[src/rtl/seq_mult_pkg.sv]
// Shared constants and types for the sequential shift-add multiplier.
package seq_mult_pkg;

  // Default operand width; the product is twice as wide.
  localparam int unsigned WIDTH_DEFAULT = 24;
  localparam int unsigned PROD_WIDTH_DEFAULT = 2 * WIDTH_DEFAULT;

  // Controller states.
  typedef enum logic [1:0] {
    StIdle = 2'd0,
    StBusy = 2'd1,
    StDone = 2'd2
  } state_e;

  // Width of an iteration counter that must reach the value 'width'.
  function automatic int unsigned cnt_width(input int unsigned width);
    return $clog2(width + 1);
  endfunction

endpackage

[src/rtl/seq_mult_datapath.sv]
// Operand/accumulator registers and the radix-2 shift-add step.
// load latches fresh operands and clears the accumulator; step performs one
// partial-product iteration. sum_next is the accumulator value this step
// would produce, so the controller can capture the final sum on the last step.
module seq_mult_datapath
  import seq_mult_pkg::*;
#(
  parameter int unsigned WIDTH = WIDTH_DEFAULT
) (
  input  logic                 clk,
  input  logic                 rst,
  input  logic                 load,
  input  logic                 step,
  input  logic [WIDTH-1:0]     input0,
  input  logic [WIDTH-1:0]     input1,
  output logic [2*WIDTH-1:0]   sum_next
);

  logic [2*WIDTH-1:0] mcand_q;
  logic [2*WIDTH-1:0] mcand_d;
  logic [WIDTH-1:0]   mplier_q;
  logic [WIDTH-1:0]   mplier_d;
  logic [2*WIDTH-1:0] acc_q;
  logic [2*WIDTH-1:0] acc_d;

  // Add the shifted multiplicand when the current multiplier LSB is set.
  always_comb begin
    sum_next = acc_q + (mplier_q[0] ? mcand_q : '0);
  end

  // Next-state selection: load has priority over step.
  always_comb begin
    mcand_d  = mcand_q;
    mplier_d = mplier_q;
    acc_d    = acc_q;
    if (load) begin
      mcand_d  = {{WIDTH{1'b0}}, input0};
      mplier_d = input1;
      acc_d    = '0;
    end else if (step) begin
      mcand_d  = mcand_q << 1;
      mplier_d = mplier_q >> 1;
      acc_d    = sum_next;
    end
  end

  // Datapath registers with synchronous reset.
  always_ff @(posedge clk) begin
    if (rst) begin
      mcand_q  <= '0;
      mplier_q <= '0;
      acc_q    <= '0;
    end else begin
      mcand_q  <= mcand_d;
      mplier_q <= mplier_d;
      acc_q    <= acc_d;
    end
  end

endmodule

[src/rtl/seq_mult24.sv]
// Sequential unsigned WIDTH x WIDTH multiplier with start/ready handshake.
// One partial product per clock: accept (E0), WIDTH steps (E1..E24, product
// written on the last), one DONE cycle with ready high, then back to IDLE.
module seq_mult24
  import seq_mult_pkg::*;
#(
  parameter int unsigned WIDTH = WIDTH_DEFAULT
) (
  input  logic                 clk,
  input  logic                 rst,
  input  logic                 start,
  input  logic [WIDTH-1:0]     input0,
  input  logic [WIDTH-1:0]     input1,
  output logic                 ready,
  output logic [2*WIDTH-1:0]   output0
);

  localparam int unsigned CntW = cnt_width(WIDTH);
  localparam logic [CntW-1:0] LastCnt = CntW'(WIDTH - 1);

  state_e             state_q;
  state_e             state_d;
  logic [CntW-1:0]    cnt_q;
  logic [CntW-1:0]    cnt_d;
  logic               ready_q;
  logic               ready_d;
  logic [2*WIDTH-1:0] output0_q;
  logic [2*WIDTH-1:0] output0_d;

  logic               load;
  logic               step;
  logic               last;
  logic [2*WIDTH-1:0] sum_next;

  seq_mult_datapath #(
    .WIDTH (WIDTH)
  ) u_datapath (
    .clk      (clk),
    .rst      (rst),
    .load     (load),
    .step     (step),
    .input0   (input0),
    .input1   (input1),
    .sum_next (sum_next)
  );

  // Datapath enables; start only matters in IDLE.
  always_comb begin
    load = (state_q == StIdle) && start;
    step = (state_q == StBusy);
    last = step && (cnt_q == LastCnt);
  end

  // Controller next state, counter, and registered outputs.
  always_comb begin
    state_d   = state_q;
    cnt_d     = cnt_q;
    ready_d   = 1'b0;
    output0_d = output0_q;
    unique case (state_q)
      StIdle: begin
        if (start) begin
          state_d = StBusy;
          cnt_d   = '0;
        end
      end
      StBusy: begin
        cnt_d = cnt_q + 1'b1;
        if (last) begin
          state_d   = StDone;
          ready_d   = 1'b1;
          output0_d = sum_next;
        end
      end
      StDone: begin
        // Always return to IDLE so a held start launches one cycle later.
        state_d = StIdle;
      end
      default: begin
        state_d = StIdle;
      end
    endcase
  end

  // Controller registers with synchronous reset; reset aborts any operation.
  always_ff @(posedge clk) begin
    if (rst) begin
      state_q   <= StIdle;
      cnt_q     <= '0;
      ready_q   <= 1'b0;
      output0_q <= '0;
    end else begin
      state_q   <= state_d;
      cnt_q     <= cnt_d;
      ready_q   <= ready_d;
      output0_q <= output0_d;
    end
  end

  assign ready   = ready_q;
  assign output0 = output0_q;

endmodule

[config.mk]
export PLATFORM = sky130hd
export DESIGN_NAME = seq_mult24
export DESIGN_NICKNAME = d
export VERILOG_FILES = /design/src/rtl/seq_mult_pkg.sv /design/src/rtl/seq_mult_datapath.sv /design/src/rtl/seq_mult24.sv
export SDC_FILE = /design/constraint.sdc
export NUM_CORES = 1
export LEC_CHECK = 0
export CAP_MARGIN = 20
export CORE_ASPECT_RATIO = 1.5
export CORE_MARGIN = 5
export CORE_UTILIZATION = 55
export DETAILED_ROUTE_END_ITERATION = 12
export PLACE_DENSITY = 0.75
export SYNTH_ARGS = -nofsm -noshare
export SYNTH_HDL_FRONTEND = slang
export SYNTH_HIERARCHICAL = 1
export SYNTH_SLANG_ARGS = --single-unit
[constraint.sdc]
create_clock -name clk -period 5.7 [get_ports clk]
set_input_delay 1.14 -clock clk [delete_from_list [all_inputs] [get_ports clk]]
set_output_delay 1.14 -clock clk [all_outputs]
set_load 0.02 [all_outputs]
After elaboration in Yosys (flattened, before gate mapping)
Index checks and enable logic that the tools add are counted.
W data, S select, Z words.

word-level totals
  register bits after elaboration = 176
  output and inout bits = 49

cells by class
  add/subtract/negate cells = 2
  equality and inequality tests = 4
  muxes and demuxes = 11
  bitwise operators = 1
  reductions and logical operators = 10

operators by type and width
  cell                   number
  $mux W24               4
  $add A48 B48 Y48       1
  $mux W48               1
  $pmux W5 S2            1
  $reduce_and A2 Y1      3
  $add A5 B1 Y5 const B  1
  $eq A5 B5 Y1 const B   1
  $mux W5                1
  $mux W2                2
  $pmux W2 S2            1
  $reduce_bool A2 Y1     2
  $reduce_or A2 Y1       2
  $eq A2 B1 Y1 const B   1
  $logic_and A1 B1 Y1    2
  $logic_not A2 Y1       1
  $ne A2 B1 Y1 const B   1
  $ne A2 B2 Y1 const B   1
  $mux W1                1
  $not A1 Y1             1

Logic depth before layout (Yosys ltp)
Gate-level depths: netlist (run 1).

  depth in word-level cells = 4
  depth in mapped cells = 16

Modules after synthesis
The synthesis (run 1) kept the hierarchy.

modules (own cells, without submodules)
  module             instances  cells an instance  area an instance (um^2)  seq. area each (um^2)
  seq_mult_datapath  1          993                7896.3                   2402.3
  seq_mult24         1          246                2502.4                   1121.1

Least setup slack after synthesis (run 1)
Ideal clock, no wire load.

  kind = register -> register
  start point = reg u_datapath.mplier_q[0]
  end point = reg u_datapath.acc_q[38]
  setup time = 0.122 ns
  arrival = 3.211 ns
  slack = 2.367 ns
  cell stages (with the launch flop) = 15
  buffers on the path = 2
  period minus slack after synthesis = 3.333 ns
  path through = dfxtp_1 clkbuf_1 clkbuf_1 and2_1 ha_1 fa_1 a211oi_1 nor2_1 o31a_1 a41o_1 a211oi_1 o31ai_1 a21oi_1 nor4_1 a311o_1

between the ends
  longest elaborated chain between the ends = 2

RTL lines
  what                    RTL line                 text
  start, declared         seq_mult_datapath.sv:21  logic [WIDTH-1:0] mplier_q;
  start signal, assigned  seq_mult_datapath.sv:55  mplier_q <= mplier_d;
  $mux W48                seq_mult_datapath.sv:28  sum_next = acc_q + (mplier_q[0] ? mcand_q : '0);
  $add A48 B48 Y48        seq_mult_datapath.sv:28
  end signal, assigned    seq_mult_datapath.sv:52  acc_q <= '0;
  end signal, assigned    seq_mult_datapath.sv:56  acc_q <= acc_d;
  end, declared           seq_mult_datapath.sv:23  logic [2*WIDTH-1:0] acc_q;

No other way between the ends.
A chain may end at the register's enable or synchronous reset.

Final worst setup path (run 1)
Same ends and word-level chain as after synthesis.

==> run_results.csv, run 1 <==
group,metric,value,unit
synthesis,synth_most_common_cell,"nor2_1",
sta,fin_crit_sh,0.702,
place,io_buffers,99,
clocking,clk_path_buf_depth,2,
floorplan,rows,61,
grt,antenna_found_initial,0,
synthesis,ys_async_sr_fraction,0,
detailed_routing,drc,0,
place,post-place-ws,1.80,ns
floorplan,die_w,122,µm
sta,max_freq,250,MHz
layout,diodes,0,
place,hpwl,17.0,mm
critical_path,worstReg2RegEnd,"u_datapath/acc_q[38]",
critical_path,crit_type,"reg2reg",
grt,grt_overflow_total,0,
sta,hold_viol_final,0,
pwr,ir_worst_vdd,180,µV
critical_path,worst_setup_path_start_kind,"flop",
floorplan,io_pins,100,
detailed_routing,drt-total-wl,24.1,mm
critical_path,worstPathArrival,4.32,ns
clocking,clock-root-buffer,"clkbuf_16",
detailed_routing,final_antenna_net_count,0,
grt,grt_pass1_wl,39.6,mm
critical_path,crit_family,"compound AO/OA/AOI/OAI gates",
critical_path,critPathBufInv,1,
synthesis,synth_nets,1339,
outcome,status,"finished, final reports clean",
worst_hold_path,min_from,"output0[5]",
clocking,cts.repair.resized,0,
critical_path,crit_path_cell_trace,"buf_4 > and2_1 > ha_1 > a21oi_1 > o21bai_1 > a21oi_1 > o211ai_1 > a211oi_1 > o31ai_1 > a21oi_1 > nor4_1 > a311o_1",
sta,setup_viol,0,
floorplan,core-area,0.0185,mm²
critical_path,crit_slowest_cell,"dfxtp_1",
clocking,cts_sinks,176,
critical_path,r2r_slack,1.70,ns
flow_run,drv_cap,0,
sta,relSlewSlack,0.324,
critical_path,startpoint,"u_datapath/mplier_q[0]",
sta,skew,0.00859,ns
synthesis,ys_seq_area_frac,0.339,
critical_path,crit_required,6.02,ns
grt,grt_usage,0.223,
clocking,numCtsBuffers,17,
clocking,clk_pin_slew,0.07,ns
critical_path,crit_path_end,"u_datapath/acc_q[38]",
synthesis,post_synth_instance_area,0.0104,mm²
detailed_routing,vias,8646,
clocking,cts_hold_buffers,0,
critical_path,critPathMaxFanout,26,
sta,rsz0062_at_grt,"false",
sta,max_slew.worst_pin.slew,1.01,ns
layout,area_growth,15.5,%
layout,nets,1387,
critical_path,worst-path-stages,12,
synthesis,syn_inst,1239,
clocking,post_cts_buffers,0,
synthesis,yosys_warnings,6,
floorplan,die_area,0.0218,mm²
critical_path,reg2reg_depth,12,
detailed_routing,via_per_inst,5.57,
worst_hold_path,hold_class,"reg2reg",
clocking,insertion_delay,0.43,ns
synthesis,ys_ff_latch,176,
pwr,p_leak,4.81,nW
pwr,power_density,225,mW/mm²
synthesis,synth.top_cells.by_area,"dfxtp_1 34%, mux2i_1 14%, nor2_1 6.9%",
synthesis,synth_edf_count,0,
synthesis,synth_top_area_share,0.339,
detailed_routing,drt-initial-drc-count,505,
critical_path,cp-end-kind,"flop",
sta,fin_crit,4.00,ns
sta,setup_tns,0,ns
critical_path,crit_top_cell,"a21oi_1",
synthesis,ys_types,70,
layout,drive_above_1_share,0.0438,
grt,grt_max_degree,118,
place,place.gp.congestion,0.941,
synthesis,syn_avg_cell_area,8.39,µm²
critical_path,cpPeakStageDelay,0.86,ns
floorplan,start_util,0.561,
synthesis,ys.flop_type,"dfxtp_1",
detailed_routing,drt_pass1_iterations,4,
critical_path,worstReg2RegStart,"u_datapath/mplier_q[0]",
synthesis,synth_top_cell_by_area,"dfxtp_1",
sta,worst_slack,1.70,ns
detailed_routing,wl_per_cell,15.5,µm
clocking,cts_tree,"done",
clocking,h-tree-depth,4,
grt,grt_pass1_vias,8186,
sta,drv_slew,0,
floorplan,chipHeight,178,µm
synthesis,synthTopCellsByCount,"191 x nor2_1, 176 x dfxtp_1, 146 x mux2i_1, 109 x a21oi_1, 100 x nand2b_1",
cell type report:
cell class | instances | area, µm²
clock buffer | 17 | 425
clock inverter | 15 | 166
fill | 1633 | 6530
inverter | 13 | 51.3
multi-input combinational | 970 | 6470
sequential | 176 | 3520
tap | 252 | 315
timing repair buffer | 109 | 1060
layout by cell type, fill, tap and decap left out, types with 15 or more instances in the layout:
cell type / instances
nor2_1: 191
dfxtp_1: 176
mux2i_1: 146
a21oi_1: 109
nand2b_1: 100
clkdlybuf4s50_1: 98
and2_1: 52
nand2_1: 50
ha_1: 48
a21o_1: 31
xnor2_1: 27
o21ai_0: 26
nand3_1: 19
clkbuf_16: 17
xor2_1: 15
state kept, by name, summed over array words and instances, names as in the netlist:
| name | flops |
|---|---|
| output0 | 48 |
| u_datapath/acc_q | 48 |
| u_datapath/mcand_q | 48 |
| u_datapath/mplier_q | 24 |
| cnt_q | 5 |
| state_q | 2 |
| ready | 1 |
worst register-to-register path, cell delays in order, from the launching register on:
cell	delay, ns
dfxtp_1	0.86
buf_4	0.39
and2_1	0.18
ha_1	0.29
a21oi_1	0.26
o21bai_1	0.11
a21oi_1	0.24
o211ai_1	0.14
a211oi_1	0.55
o31ai_1	0.21
a21oi_1	0.30
nor4_1	0.10
a311o_1	0.29
worst min path at each step:
| stage | end | cells past startpoint |
|---|---|---|
| after floorplan | u_datapath/acc_q[47] | 2 |
| after global placement | output0[0] | 2 |
| after detailed placement | output0[37] | 2 |
| after CTS | output0[5] | 2 |
| after global routing | output0[5] | 2 |
| final | output0[5] | 2 |
layer usage:
layer | vias to the layer above | track usage | part of all wire
met5 | - | 0 | 0
met4 | 0 | 0.0729 | 0.019
met3 | 36 | 0.0406 | 0.042
met2 | 166 | 0.391 | 0.50
met1 | 4043 | 0.274 | 0.44
li1 | 4401 | - | -
through the flow:
step | power (mW) | hold slack (ns) | util | cells | cell area, µm²
floorplan | 1.47 | 0.444 | - | 1239 | 10400
global placement | 1.55 | 0.460 | 0.616 | 1520 | 11400
detailed placement | 1.55 | 0.460 | 0.616 | 1520 | 11400
CTS | 2.73 | 0.474 | 0.648 | 1552 | 12000
global route | 2.81 | 0.494 | 0.648 | 1552 | 12000
finish | 2.71 | 0.472 | 0.648 | 1552 | 12000
report_power, final:
| part | leakage, nW | total (mW) | internal (mW) | switching [mW] |
|---|---|---|---|---|
| registers | 1.43 | 1.28 | 1.26 | 0.0208 |
| logic | 3.09 | 0.247 | 0.110 | 0.136 |
| clock network | 0.294 | 1.19 | 0.626 | 0.560 |
| total | 4.81 | 2.71 | 1.99 | 0.717 |
cell families after synthesis:
family | synth area share
AO/OA/AOI/OAI | 0.153
flip-flops | 0.339
XOR/XNOR | 0.0375
AND/OR/NAND/NOR | 0.231
multiplexers | 0.141
adder cells (fa/ha/maj) | 0.0597
buffers and inverters | 0.0396
Note: power is estimated with default switching activity, not from simulation.
==> inputs of run 2 (changes only) <==
==> constraint.sdc (replaced) <==
create_clock -name clk -period 3.9 [get_ports clk]
set_input_delay 0.78 -clock clk [delete_from_list [all_inputs] [get_ports clk]]
set_output_delay 0.78 -clock clk [all_outputs]
set_load 0.02 [all_outputs]
==> run 2 against run 1 <==
Against the previous run: die area is the same; fmax grew 11%; sequential power grew 45%; core utilization grew 1.1 points; critical path type unchanged.
==> run_results.csv, run 2 (same netlist as run 1, synthesis figures left out) <==
group,metric,value,unit
layout,final_common_cell,"nor2_1",
critical_path,crit_slowest_cell,"fa_1",
critical_path,worstReg2RegEnd,"output0[46]",
critical_path,r2r_slack,0.30,ns
critical_path,critPathBufInv,2,
detailed_routing,drt-initial-drc-count,448,
critical_path,crit_top_cell,"a211oi_1",
critical_path,cp-end-kind,"flop",
detailed_routing,drt-total-wl,25.3,mm
pwr,power,3.97,mW
layout,area_growth,17.6,%
place,io_buffers,99,
critical_path,startpoint,"u_datapath/mplier_q[0]",
worst_hold_path,hold_class,"reg2reg",
critical_path,cpPeakStageDelay,0.43,ns
outcome,status,"finished, final reports clean",
sta,max_slew.worst_pin.slew,1.04,ns
critical_path,crit_type,"reg2reg",
flow_run,drv_cap,0,
floorplan,core-area,0.0185,mm²
detailed_routing,drt_pass1_iterations,5,
sta,skew,0.0162,ns
sta,hold_slack,0.469,ns
floorplan,chipHeight,178,µm
critical_path,crit_required,4.25,ns
pwr,ir_worst_vdd,255,µV
detailed_routing,via_per_inst,5.52,
sta,setup_viol,0,
layout,nets,1405,
place,hpwl,18.0,mm
layout,layout_common_cells,"190 x nor2_1, 176 x dfxtp_1, 146 x mux2i_1",
clocking,cts.repair.resized,0,
clocking,clk_path_buf_depth,2,
grt,gr-max-usage-layer,"met2",
clocking,cts_tree,"done",
pwr,power_density,325,mW/mm²
layout,drive_above_1_share,0.0577,
grt,grt_use_met2,0.427,
place,post-place-ws,0.387,ns
clocking,cts_sinks,176,
place,place.gp.congestion,1.00,
sta,setup_tns,0,ns
worst_hold_path,min_from,"output0[34]",
critical_path,critPathMaxFanout,30,
floorplan,start_util,0.561,
grt,grt_usage,0.239,
critical_path,crit_path_cell_trace,"buf_12 > and2_1 > ha_1 > fa_1 > a211oi_1 > nor2_1 > o31a_1 > a41o_1 > a211oi_1 > buf_4 > o21ai_0 > a21oi_1 > xnor2_1 > nand2b_1 > mux2i_1",
critical_path,worst_setup_path_start_kind,"flop",
clocking,cts_hold_buffers,0,
clocking,post_cts_buffers,0,
grt,grtUsageMet3,0.0390,
layout,diodes,0,
sta,relSlewSlack,0.303,
worst_hold_path,min_path_cells,2,
floorplan,io_pins,100,
grt,antenna_found_initial,1,
place,place_inst,1538,
detailed_routing,final_antenna_net_count,0,
sta,fin_crit,3.60,ns
critical_path,worstReg2RegStart,"u_datapath/mplier_q[0]",
pwr,p_leak,4.92,nW
detailed_routing,vias,8661,
sta,fin_crit_sh,0.923,
detailed_routing,wl_per_cell,16.1,µm
grt,grt_max_degree,120,
grt,grt_pass1_wl,42.3,mm
worst_hold_path,min_to,"output0[34]",
detailed_routing,drc,0,
grt,grt_pass1_vias,8599,
floorplan,die_area,0.0218,mm²
clocking,h-tree-depth,4,
sta,max_freq,278,MHz
critical_path,reg2reg_depth,15,
grt,grt_overflow_total,0,
sta,drv_slew,0,
clocking,clock-root-buffer,"clkbuf_16",
critical_path,worstPathArrival,3.95,ns
sta,rsz0062_at_grt,"false",
clocking,clk_pin_slew,0.08,ns
floorplan,die_w,122,µm
sta,hold_viol_final,0,
sta,worst_slack,0.301,ns
floorplan,rows,61,
clocking,numCtsBuffers,17,
critical_path,crit_family,"compound AO/OA/AOI/OAI gates",
layout,stdcell_count,1570,
grt,use_met1,0.288,
clocking,insertion_delay,0.44,ns
-- run 2: worst max path at each step --
stage | end | cells past startpoint | slack (ns)
global placement | output0[38] | 16 | 0.49
finish | output0[46] | 15 | 0.30
floorplan | u_datapath/acc_q[38] | 14 | 0.57
CTS | output0[46] | 15 | 0.35
detailed placement | output0[46] | 15 | 0.39
global route | output0[46] | 15 | 0.09
-- run 2: where the power goes --
| part | switching [mW] | internal [mW] |
|---|---|---|
| Clock | 0.860 | 0.878 |
| Sequential | 0.0258 | 1.83 |
| Combinational | 0.204 | 0.170 |
-- run 2: final cells by class --
class,instances,area [µm²]
Multi-Input combinational cell,970,6470
Fill cell,1663,6320
Sequential cell,176,3520
Timing Repair Buffer,127,1250
Clock buffer,17,425
Tap cell,252,315
Clock inverter,15,190
Inverter,13,51.3
-- run 2: through the flow --
step | area [µm²] | util
finish | 12200 | 0.659
global route | 12200 | 0.659
CTS | 12200 | 0.659
detailed placement | 11600 | 0.626
global placement | 11600 | 0.626
floorplan | 10400 | -
-- run 2: worst reg2reg max path, delay by kind of cell, from the launching register on --
kind | cells | cell delay, ns
flops | 1 | 0.34
mux | 1 | 0.16
buf+inv | 2 | 0.33
fa+ha+maj | 2 | 0.63
compound gates | 6 | 1.56
xor+xnor | 1 | 0.16
simple gates | 3 | 0.34
-- run 2: layer usage --
layer / up-vias / routed length [µm]
met5: - / 13
met4: 2 / 560
met3: 39 / 808
met2: 153 / 13000
met1: 4027 / 10900
li1: 4440 / -
==> inputs of run 3 (changes only) <==
--- a/config.mk
+++ b/config.mk
@@ -7,7 +7,7 @@
 export LEC_CHECK = 0
 export CAP_MARGIN = 20
 export CORE_ASPECT_RATIO = 1.5
-export CORE_MARGIN = 5
+export CORE_MARGIN = 2
 export CORE_UTILIZATION = 55
 export DETAILED_ROUTE_END_ITERATION = 12
 export PLACE_DENSITY = 0.75
==> run 3 against run 2 <==
Against the previous run: final cell count fell by 0.13%; sequential share of layout area rose by 0.11 points; clock skew fell by 0.0074 ns; sequential power barely moved.
==> run_results.csv, run 3 (same netlist as run 1, synthesis figures left out) <==
group,metric,value,unit
layout,drive_above_1_share,0.0547,
place,place.gp.congestion,0.898,
critical_path,r2r_slack,0.35,ns
critical_path,crit_required,4.23,ns
layout,layout_common_cells,"190 x nor2_1, 176 x dfxtp_1, 146 x mux2i_1",
floorplan,chipHeight,172,µm
clocking,h-tree-depth,4,
clocking,cts_tree,"done",
critical_path,worst_setup_path_start_kind,"flop",
critical_path,worstPathArrival,3.88,ns
sta,max_slew.worst_pin.slew,0.995,ns
floorplan,core-area,0.0185,mm²
worst_hold_path,min_from,"output0[41]",
critical_path,worstReg2RegStart,"u_datapath/mplier_q[0]",
critical_path,critPathMaxFanout,16,
worst_hold_path,hold_class,"reg2reg",
floorplan,die_area,0.0200,mm²
detailed_routing,drt_pass1_iterations,5,
layout,seq_area,0.00352,mm²
sta,skew,0.00884,ns
critical_path,crit_type,"reg2reg",
floorplan,start_util,0.561,
clocking,cts_sinks,176,
worst_hold_path,min_to,"output0[41]",
layout,diodes,0,
clocking,insertion_delay,0.44,ns
clocking,post_cts_buffers,0,
grt,grt_pass1_wl,40.2,mm
sta,relSlewSlack,0.336,
place,hpwl,17.3,mm
detailed_routing,drt-total-wl,24.4,mm
sta,setup_viol,0,
sta,fin_crit,3.55,ns
floorplan,rows,61,
sta,rsz0062_at_grt,"false",
flow_run,drv_cap,0,
grt,grt_usage,0.252,
grt,grt_pass1_vias,8384,
layout,multi_input_area,0.00647,mm²
pwr,power_density,329,mW/mm²
grt,antenna_found_initial,0,
outcome,status,"finished, final reports clean",
layout,final_common_cell,"nor2_1",
critical_path,reg2reg_depth,14,
layout,final_cell_area,0.0122,mm²
clocking,cts.repair.resized,0,
pwr,power,4.00,mW
sta,drv_slew,0,
detailed_routing,drt-initial-drc-count,358,
sta,hold_slack,0.472,ns
detailed_routing,final_antenna_net_count,0,
sta,fin_crit_sh,0.911,
clocking,numCtsBuffers,17,
floorplan,die_w,116,µm
grt,grt_overflow_total,0,
sta,max_freq,281,MHz
layout,nets,1403,
clocking,cts_hold_buffers,0,
clocking,clk_pin_slew,0.07,ns
detailed_routing,via_per_inst,5.50,
sta,hold_viol_final,0,
layout,area_growth,17.1,%
pwr,ir_worst_vdd,298,µV
place,io_buffers,99,
pwr,p_leak,4.90,nW
detailed_routing,drc,0,
detailed_routing,wl_per_cell,15.6,µm
grt,grt_max_degree,105,
critical_path,cp-end-kind,"flop",
floorplan,io_pins,100,
clocking,clk_path_buf_depth,2,
clocking,clock-root-buffer,"clkbuf_16",
critical_path,worstReg2RegEnd,"u_datapath/acc_q[38]",
detailed_routing,vias,8626,
sta,setup_tns,0,ns
worst_hold_path,min_path_cells,2,
layout,fill_cells,1611,
place,dpl_cell_area,0.0116,mm²
[run 3: changes by cell type in the layout (fill, tap and decap cells not counted), sizes merged]
cell / delta
inv: -7
buf: -2
bufinv: +3
clkinvlp: +2
clkbuf: +5
clkinv: -3
[run 3: area by class of cell]
type | instances | share of cell area
sequential | 176 | 0.289
multi-input combinational | 970 | 0.531
clock inverter | 10 | 0.0110
clock buffer | 22 | 0.0389
inverter | 13 | 0.00442
tap | 252 | 0.0259
timing repair buffer | 125 | 0.0992
[run 3: worst max path at each step]
| stage | cells past startpoint | end | slack, ns | start |
|---|---|---|---|---|
| 6_report | 14 | u_datapath/acc_q[38] | 0.35 | u_datapath/mplier_q[0] |
| 4_1_cts | 14 | u_datapath/acc_q[38] | 0.37 | u_datapath/mplier_q[0] |
| 5_1_grt | 14 | u_datapath/acc_q[38] | 0.11 | u_datapath/mplier_q[0] |
| 3_3_place_gp | 14 | u_datapath/acc_q[38] | 0.47 | u_datapath/mplier_q[0] |
| 3_5_place_dp | 14 | u_datapath/acc_q[38] | 0.42 | u_datapath/mplier_q[0] |
| 2_1_floorplan | 14 | u_datapath/acc_q[38] | 0.57 | u_datapath/mplier_q[0] |
[run 3: worst max-delay path, cell delays in order (launching register included)]
cell      delay, ns
dfxtp_1        0.31
buf_4          0.17
and2_1         0.15
ha_1           0.20
fa_1           0.44
a211oi_1       0.23
nor2_1         0.10
o31a_1         0.29
a41o_1         0.32
a211oi_1       0.28
buf_4          0.18
o31ai_1        0.10
a21oi_1        0.30
nor4_1         0.09
a311o_1        0.27
[run 3: metal layers]
layer / share of wire / vias up / GRT usage
met3: 0.038 / 43 / 0.0529
met5: 0 / - / 0
met1: 0.43 / 3984 / 0.298
met4: 0.025 / 0 / 0.0968
li1: - / 4417 / -
met2: 0.51 / 182 / 0.440
[run 3: power breakdown]
part / switching, mW / total, mW / internal (mW)
registers: 0.0248 / 1.86 / 1.84
clock network: 0.716 / 1.77 / 1.06
logic: 0.203 / 0.369 / 0.166
[run 3: stage by stage]
stage                     utilization  instances  worst slack, ns
after floorplan                     -       1239            0.567
after global placement          0.624       1536            0.471
after detailed placement        0.624       1536            0.417
after CTS                       0.657       1568            0.365
after global routing            0.657       1568            0.114
final                           0.657       1568            0.347
